**src/rtl/textbuffer_pkg.sv**
```systemverilog
// Shared constants, control codes and FSM states for the text console writer.
// Geometry here is the default 20x16 buffer at 0x400.
package textbuffer_pkg;

  localparam int TB_WIDTH = 20;
  localparam int TB_HEIGHT = 16;
  localparam logic [11:0] TB_BASEADDR = 12'h400;
  localparam logic [11:0] TB_ATTR_OFFSET = 12'(TB_WIDTH * TB_HEIGHT);
  localparam logic [7:0] TB_BLANK = 8'h20;
  localparam logic [7:0] TB_ATTR_RST = 8'h0F;

  localparam logic [7:0] CC_BS = 8'h08;
  localparam logic [7:0] CC_LF = 8'h0A;
  localparam logic [7:0] CC_FF = 8'h0C;
  localparam logic [7:0] CC_CR = 8'h0D;
  localparam logic [7:0] CC_PRINT = 8'h20;

  typedef enum logic [2:0] {
    IDLE,
    WR_CHAR,
    WR_ATTR,
    SCROLL_RD,
    SCROLL_WR,
    CLEAR_LINE,
    CLEAR_ALL
  } state_t;

endpackage

```
**src/rtl/text_cursor.sv**
```systemverilog
// Cursor position register for the text console writer.
// Overflow flags a step past the last row; the row then wraps to 0.
module text_cursor
  import textbuffer_pkg::*;
#(
  parameter int WIDTH = TB_WIDTH,
  parameter int HEIGHT = TB_HEIGHT
) (
  input  logic       clk,
  input  logic       reset,
  input  logic       adv,
  input  logic       cr,
  input  logic       lf,
  input  logic       bs,
  input  logic       home,
  input  logic       set_last_row,
  output logic [4:0] col,
  output logic [3:0] row,
  output logic       overflow
);

  localparam logic [4:0] LAST_COL = 5'(WIDTH - 1);
  localparam logic [3:0] LAST_ROW = 4'(HEIGHT - 1);

  logic [3:0] row_inc;

  assign row_inc = (row == LAST_ROW) ? 4'd0 : row + 4'd1;
  assign overflow = (row == LAST_ROW) &&
                    (lf || (adv && col == LAST_COL));

  // set_last_row wins over adv/lf so a scroll keeps the last row.
  always_ff @(posedge clk) begin
    if (!reset) begin
      col <= '0;
      row <= '0;
    end else if (home) begin
      col <= '0;
      row <= '0;
    end else if (set_last_row) begin
      col <= '0;
      row <= LAST_ROW;
    end else if (adv) begin
      if (col == LAST_COL) begin
        col <= '0;
        row <= row_inc;
      end else begin
        col <= col + 5'd1;
      end
    end else if (lf) begin
      col <= '0;
      row <= row_inc;
    end else if (cr) begin
      col <= '0;
    end else if (bs && col != 5'd0) begin
      col <= col - 5'd1;
    end
  end

endmodule

```
**src/rtl/text_console_writer.sv**
```systemverilog
// Byte stream to text buffer bus master: cursor, control codes, clears.
// Define TEXT_CONSOLE_SCROLL_EN to scroll on row overflow instead of wrapping.
module text_console_writer
  import textbuffer_pkg::*;
#(
  parameter int WIDTH = TB_WIDTH,
  parameter int HEIGHT = TB_HEIGHT,
  parameter logic [11:0] BASEADDR = TB_BASEADDR,
  parameter logic [7:0] BLANK = TB_BLANK
) (
  input  logic        clk,
  input  logic        reset,
  input  logic [7:0]  ch,
  input  logic        ch_valid,
  output logic        ch_ready,
  input  logic [7:0]  attr,
  input  logic        attr_we,
  output logic [11:0] addr,
  output logic        we,
  output logic        oe,
  output logic [7:0]  dout,
  input  logic [7:0]  din,
  output logic [4:0]  cur_col,
  output logic [3:0]  cur_row,
  output logic        busy
);

  localparam logic [11:0] CELLS = 12'(WIDTH * HEIGHT);
  localparam logic [11:0] ROW_W = 12'(WIDTH);
  localparam logic [11:0] ALL_LAST = 12'(2 * WIDTH * HEIGHT - 1);
  localparam logic [11:0] LINE_LAST = 12'(2 * WIDTH - 1);
`ifdef TEXT_CONSOLE_SCROLL_EN
  localparam logic [11:0] MOVE_CELLS = 12'(WIDTH * (HEIGHT - 1));
  localparam logic [11:0] MOVE_LAST = 12'(2 * WIDTH * (HEIGHT - 1) - 1);
  localparam logic [11:0] CLR_BASE = BASEADDR + MOVE_CELLS;
`else
  localparam logic [11:0] CLR_BASE = BASEADDR;
`endif

  state_t state;

  logic [11:0] idx;
  logic [11:0] nidx;
  logic [11:0] pos;
  logic [11:0] line_off;
  logic [7:0]  line_dout;
  logic [7:0]  all_dout;
  logic [7:0]  dout_q;
  logic [7:0]  cur_attr;

  logic take;
  logic printable;
  logic is_ff;
  logic is_lf;
  logic is_cr;
  logic is_bs;
  logic adv;
  logic ovf;
  logic last_row;

  state_t      ovf_state;
  logic [11:0] ovf_addr;
  logic        ovf_we;
  logic        ovf_oe;
  logic [7:0]  ovf_dout;

`ifdef TEXT_CONSOLE_SCROLL_EN
  logic [11:0] scroll_dst;
  logic [11:0] scroll_src;
`endif

  assign ch_ready = (state == IDLE);
  assign busy = (state != IDLE);
  assign take = ch_valid && ch_ready;

  assign printable = (ch >= CC_PRINT);
  assign is_ff = (ch == CC_FF);
  assign is_lf = (ch == CC_LF);
  assign is_cr = (ch == CC_CR);
  assign is_bs = (ch == CC_BS);
  assign adv = (state == WR_ATTR);

  // Read data arrives one cycle after oe, so it feeds the bus directly.
  assign dout = (state == SCROLL_WR) ? din : dout_q;

`ifdef TEXT_CONSOLE_SCROLL_EN
  assign last_row = ovf;
`else
  assign last_row = 1'b0;
`endif

  text_cursor #(
    .WIDTH(WIDTH),
    .HEIGHT(HEIGHT)
  ) u_cursor (
    .clk(clk),
    .reset(reset),
    .adv(adv),
    .cr(take && is_cr),
    .lf(take && is_lf),
    .bs(take && is_bs),
    .home(take && is_ff),
    .set_last_row(last_row),
    .col(cur_col),
    .row(cur_row),
    .overflow(ovf)
  );

  always_comb begin
    nidx = idx + 12'd1;
    pos = 12'(cur_row) * ROW_W + 12'(cur_col);
    if (nidx < ROW_W) begin
      line_off = nidx;
      line_dout = BLANK;
    end else begin
      line_off = nidx - ROW_W + CELLS;
      line_dout = cur_attr;
    end
    all_dout = (nidx < CELLS) ? BLANK : cur_attr;
  end

  // First bus cycle of the row-overflow sequence.
  always_comb begin
    ovf_state = CLEAR_LINE;
    ovf_addr = CLR_BASE;
    ovf_we = 1'b1;
    ovf_oe = 1'b0;
    ovf_dout = BLANK;
`ifdef TEXT_CONSOLE_SCROLL_EN
    ovf_state = SCROLL_RD;
    ovf_addr = BASEADDR + ROW_W;
    ovf_we = 1'b0;
    ovf_oe = 1'b1;
    ovf_dout = dout_q;
`endif
  end

`ifdef TEXT_CONSOLE_SCROLL_EN
  // Attribute cells sit WIDTH past the moved character block.
  always_comb begin
    scroll_dst = idx;
    if (idx >= MOVE_CELLS)
      scroll_dst = idx + ROW_W;
    scroll_src = nidx + ROW_W;
    if (nidx >= MOVE_CELLS)
      scroll_src = nidx + ROW_W + ROW_W;
  end
`endif

  always_ff @(posedge clk) begin
    if (!reset) begin
      state <= IDLE;
      addr <= '0;
      we <= 1'b0;
      oe <= 1'b0;
      dout_q <= '0;
      idx <= '0;
      cur_attr <= TB_ATTR_RST;
    end else begin
      if (attr_we)
        cur_attr <= attr;
      unique case (state)
        IDLE: begin
          if (take) begin
            unique case (1'b1)
              printable: begin
                state <= WR_CHAR;
                addr <= BASEADDR + pos;
                we <= 1'b1;
                dout_q <= ch;
              end
              is_ff: begin
                state <= CLEAR_ALL;
                addr <= BASEADDR;
                we <= 1'b1;
                dout_q <= BLANK;
                idx <= '0;
              end
              (is_lf && ovf): begin
                state <= ovf_state;
                addr <= ovf_addr;
                we <= ovf_we;
                oe <= ovf_oe;
                dout_q <= ovf_dout;
                idx <= '0;
              end
              default: ;
            endcase
          end
        end
        WR_CHAR: begin
          state <= WR_ATTR;
          addr <= BASEADDR + CELLS + pos;
          dout_q <= cur_attr;
        end
        WR_ATTR: begin
          if (ovf) begin
            state <= ovf_state;
            addr <= ovf_addr;
            we <= ovf_we;
            oe <= ovf_oe;
            dout_q <= ovf_dout;
            idx <= '0;
          end else begin
            state <= IDLE;
            we <= 1'b0;
          end
        end
`ifdef TEXT_CONSOLE_SCROLL_EN
        SCROLL_RD: begin
          state <= SCROLL_WR;
          oe <= 1'b0;
          we <= 1'b1;
          addr <= BASEADDR + scroll_dst;
        end
        SCROLL_WR: begin
          dout_q <= din;
          if (idx == MOVE_LAST) begin
            state <= CLEAR_LINE;
            addr <= CLR_BASE;
            dout_q <= BLANK;
            idx <= '0;
          end else begin
            state <= SCROLL_RD;
            we <= 1'b0;
            oe <= 1'b1;
            addr <= BASEADDR + scroll_src;
            idx <= nidx;
          end
        end
`endif
        CLEAR_LINE: begin
          if (idx == LINE_LAST) begin
            state <= IDLE;
            we <= 1'b0;
          end else begin
            addr <= CLR_BASE + line_off;
            dout_q <= line_dout;
            idx <= nidx;
          end
        end
        CLEAR_ALL: begin
          if (idx == ALL_LAST) begin
            state <= IDLE;
            we <= 1'b0;
          end else begin
            addr <= BASEADDR + nidx;
            dout_q <= all_dout;
            idx <= nidx;
          end
        end
        default: begin
          state <= IDLE;
          we <= 1'b0;
          oe <= 1'b0;
        end
      endcase
    end
  end

endmodule

```
**config.mk**
```make
export PLATFORM = sky130hd
export DESIGN_NAME = text_console_writer
export DESIGN_NICKNAME = d
export VERILOG_FILES = /design/src/rtl/textbuffer_pkg.sv /design/src/rtl/text_cursor.sv /design/src/rtl/text_console_writer.sv
export SDC_FILE = /design/constraint.sdc
export NUM_CORES = 1
export LEC_CHECK = 0
export CAP_MARGIN = 0
export CELL_PAD_IN_SITES_DETAIL_PLACEMENT = 1
export CELL_PAD_IN_SITES_GLOBAL_PLACEMENT = 2
export CORE_MARGIN = 2
export CORE_UTILIZATION = 32
export CTS_BUF_LIST = sky130_fd_sc_hd__clkbuf_16
export CTS_CLUSTER_DIAMETER = 200
export DETAILED_ROUTE_END_ITERATION = 10
export GPL_TIMING_DRIVEN = 0
export PLACE_DENSITY = 0.84
export SETUP_SLACK_MARGIN = 0.1
export SLEW_MARGIN = 5
export SYNTH_ARGS = -nofsm -noshare
export SYNTH_HDL_FRONTEND = slang
export SYNTH_HIERARCHICAL = 1
export SYNTH_SLANG_ARGS = --single-unit
```
**constraint.sdc**
```tcl
create_clock -name clk -period 4.3 [get_ports clk]
set_clock_uncertainty 0.1 [all_clocks]
set_input_delay 0.645 -clock clk [delete_from_list [all_inputs] [get_ports clk]]
set_output_delay 0.645 -clock clk [all_outputs]
set_load 0.005 [all_outputs]
```
==> impl_metrics.tcl, run 1 <==
set metrics [dict create \
    status "complete, no violations" \
    irDropWorstVdd_mv 0.1440 \
    post-route-min-period_ns 4.027 \
    fin_crit_sh_pct 93.66 \
    ios 61 \
    pwr-share-clk_pct 31.7 \
    post_drt_via_cell_ratio 5.483 \
    min_path_type "register to register" \
    yosys_warnings 6 \
    grt_pass1_vias 4196 \
    swShare_pct 32.28 \
    critPathMaxStageDelay_ns 0.53 \
    ys_seq_elements 53 \
    firstDrtPassIters 4 \
    pre_cts_ws_ns -0.7908 \
    cap_violations 0 \
    fin_setup_tns_ns 0 \
    hpwl_um 11110 \
    initial_utilization_pct 32.53 \
    power_switching_w 0.0004462 \
    finalSetupViolations 0 \
    cts_buffers 5 \
    ys_seq_area_share_pct 26.06 \
    cts_root_buffer "clkbuf_16" \
    p_per_area_nw_per_um2 264.5 \
    syn_inst 532 \
    synth_common_cells "nand2_1, dfxtp_1, nor2_1, a21oi_1, o21ai_0" \
    drcViolationCount 0 \
    grt.total_usage_pct 21.16 \
    yosysMostFrequentCell "nand2_1" \
    fin_hold_ws_ns 0.3694 \
    ant_nets 0 \
    cts_max_level 2 \
    p_leak_nw 2.042 \
    fp.dieH_um 116.8 \
    die_w_um 116.8 \
    cp.arrival_ns 4.11 \
    grt_max_degree 19 \
    placedCellCount 768 \
    finalMaxSlewViolations 0 \
    reg2reg_slack_ns 0.40 \
    coreArea_sq_um 12520 \
    via_count 4288 \
    synthTopCellsByArea "dfxtp_1, nand2_1, a21oi_1, nor2_1, ha_1" \
    diodes 0 \
    netlist.top_cell.by_area "dfxtp_1" \
    max-slew-margin-rel_pct 41.68 \
    area.growth.synth_to_final_pct 28.33 \
    fin_cells 782 \
    rows 41 \
    synth_edf_count 0 \
    synth_top_area_share_pct 26.06 \
    clk_latency_ns 0.31 \
    synthFlopType "dfxtp_1" \
    drtIter0Drc 258 \
    synth_area_sq_um 4071 \
    cts_tree "built" \
    p_seq_share_pct 40.3 \
    wirelength_um 14260 \
    clk_pin_slew_ns 0.08 \
    power_frac_comb_pct 27.9 \
    drive_gt1_share_pct 11.97 \
    clk_path_buf_depth 2 \
    gp_congestion 0.8654 \
    crit_type "input pin to register" \
    rsz0062_at_grt "no" \
    tightest_slew_ns 0.8715 \
    fmax_mhz 248.3 \
    nets 653 \
    clock-sinks 53 \
    holdBufCountCts 0 \
    yosysUniqueCellTypes 78 \
    port_buffers 58 \
    antenna_found_initial 0 \
    finalWorstSetupSlack_ns 0.2727 \
    finish.utilization_pct 41.74 \
    critPathMaxFanout 5 \
    slowest_stage "a2111oi_4" \
    cell_internal_pwr_w 0.0009361 \
    start_kind "input pin" \
    crit_chain "clkdlybuf4s50_1 > or3_4 > or2_4 > nor4_4 > and2_4 > a21oi_1 > nor2_2 > nand3b_1 > a2111oi_4 > o21ai_1 > nand2_1 > nand3_4 > a32o_1 > a222oi_1 > o41ai_1" \
    grt_first_pass_wirelength_um 22510 \
    avgSynthCellArea_sq_um 7.653 \
    die-area_sq_um 13640 \
    hold_viol 0 \
    wl_per_cell_um 18.23 \
    cp.required_ns 4.38 \
    ys_async_sr_fraction_pct 0 \
    end_kind "register" \
    grt-ovfl-total 0 \
]
==> stage by stage <==
step / power (W) / cell area (sq um)
after floorplan: 0.0007562 / 4094
after global placement: 0.0009216 / 4890
after detailed placement: 0.0009283 / 4890
after CTS: 0.001377 / 5104
after global routing: 0.001455 / 5225
final: 0.001382 / 5225
==> critical path: cells and delay by family <==
kind                   cells  cell delay, ns
and+or+nand+nor            8            1.64
AOI/OAI and AO/OA          6            1.40
buffers and inverters      1            0.44
==> routing by layer <==
| layer | wire, um | vias up | global-route usage [%] |
|---|---|---|---|
| li1 | - | 2087 | - |
| met1 | 6409 | 2118 | 27.34 |
| met2 | 7159 | 71 | 36.72 |
| met3 | 496 | 12 | 3.759 |
| met4 | 191 | 0 | 5.020 |
| met5 | 0 | - | 0 |
==> flip-flops by register name, indices dropped and copies added, names as in the netlist <==
name          count
we                1
state             3
cur_attr          8
u_cursor/col      5
u_cursor/row      4
dout_q            8
addr             12
idx              12
==> power by group through the flow <==
stage	Combinational (W)	Clock, W	Sequential [W]
floorplan	0.000195	0	0.000561
global placement	0.000353	0	0.000569
detailed placement	0.000358	0	0.000570
CTS	0.000373	0.000446	0.000558
global route	0.000426	0.000466	0.000563
finish	0.000386	0.000439	0.000558
==> cells in the final DEF (no fill, tap or decap), types with 4 or more instances in the layout <==
cell type	instances
nand2_1	62
clkdlybuf4s50_1	57
dfxtp_1	53
nor2_1	47
a21oi_1	39
o21ai_0	24
nor3_1	16
inv_1	15
xnor2_1	14
nand3_1	14
ha_1	14
buf_4	12
mux2i_1	12
and2_1	10
xor2_1	8
clkbuf_1	8
mux2_2	8
o22ai_1	8
a31oi_1	8
nand2b_1	7
nor4_1	7
and3_1	7
nand3b_1	7
o21ai_1	7
o31ai_1	7
conb_1	7
a21o_1	6
or3_1	6
a22o_1	6
nor2b_1	5
buf_2	5
a22oi_1	5
clkbuf_16	5
nand4_1	4
==> layout make-up <==
type / instances / area, sq um
fill: 1597 / 7292
tap: 172 / 215.2
buffer: 28 / 177.7
clock buffer: 5 / 125.1
inverter: 17 / 63.81
sequential: 53 / 1061
timing repair buffer: 64 / 628.1
clock inverter: 3 / 26.28
multi-input combinational: 440 / 2928
==> final timing paths <==
kind                                              from                     end  cells after the start
worst min register to register  dout_q[5]$_SDFFE_PN0P_  dout_q[5]$_SDFFE_PN0P_                      2
worst max-delay path                             ch[7]   addr[11]$_SDFFE_PN0P_                     15
worst max register to register   state[1]$_SDFFE_PN0P_   addr[11]$_SDFFE_PN0P_                     13
worst min-delay path            dout_q[5]$_SDFFE_PN0P_  dout_q[5]$_SDFFE_PN0P_                      2
==> repair_timing <==
item	in CTS	in global routing
setup endpoints to repair	33	33
gates cloned	0	0
resized for setup	17	25
buffers inserted	1	5
pin swaps	1	11
==> cells by family (layout without fill, tap and decap cells) <==
kind of cell,Yosys count,count (layout),share of synthesized area (%)
other,1,7,0.09211
adder cells (fa/ha/maj),16,16,5.286
buffers and inverters,45,117,5.070
multiplexers,20,20,5.163
AO/OA/AOI/OAI,149,149,24.22
flip-flops,53,53,26.06
XOR/XNOR,24,24,5.348
AND/OR/NAND/NOR,224,224,28.77
No activity file was read; power rests on OpenSTA's default activity.
==> run 2: changes to the inputs <==
Settings changed: SLEW_MARGIN 5 to 10.
==> results of run 2 <==
No change in the layout: final DEF, timing and power equal those of run 1.
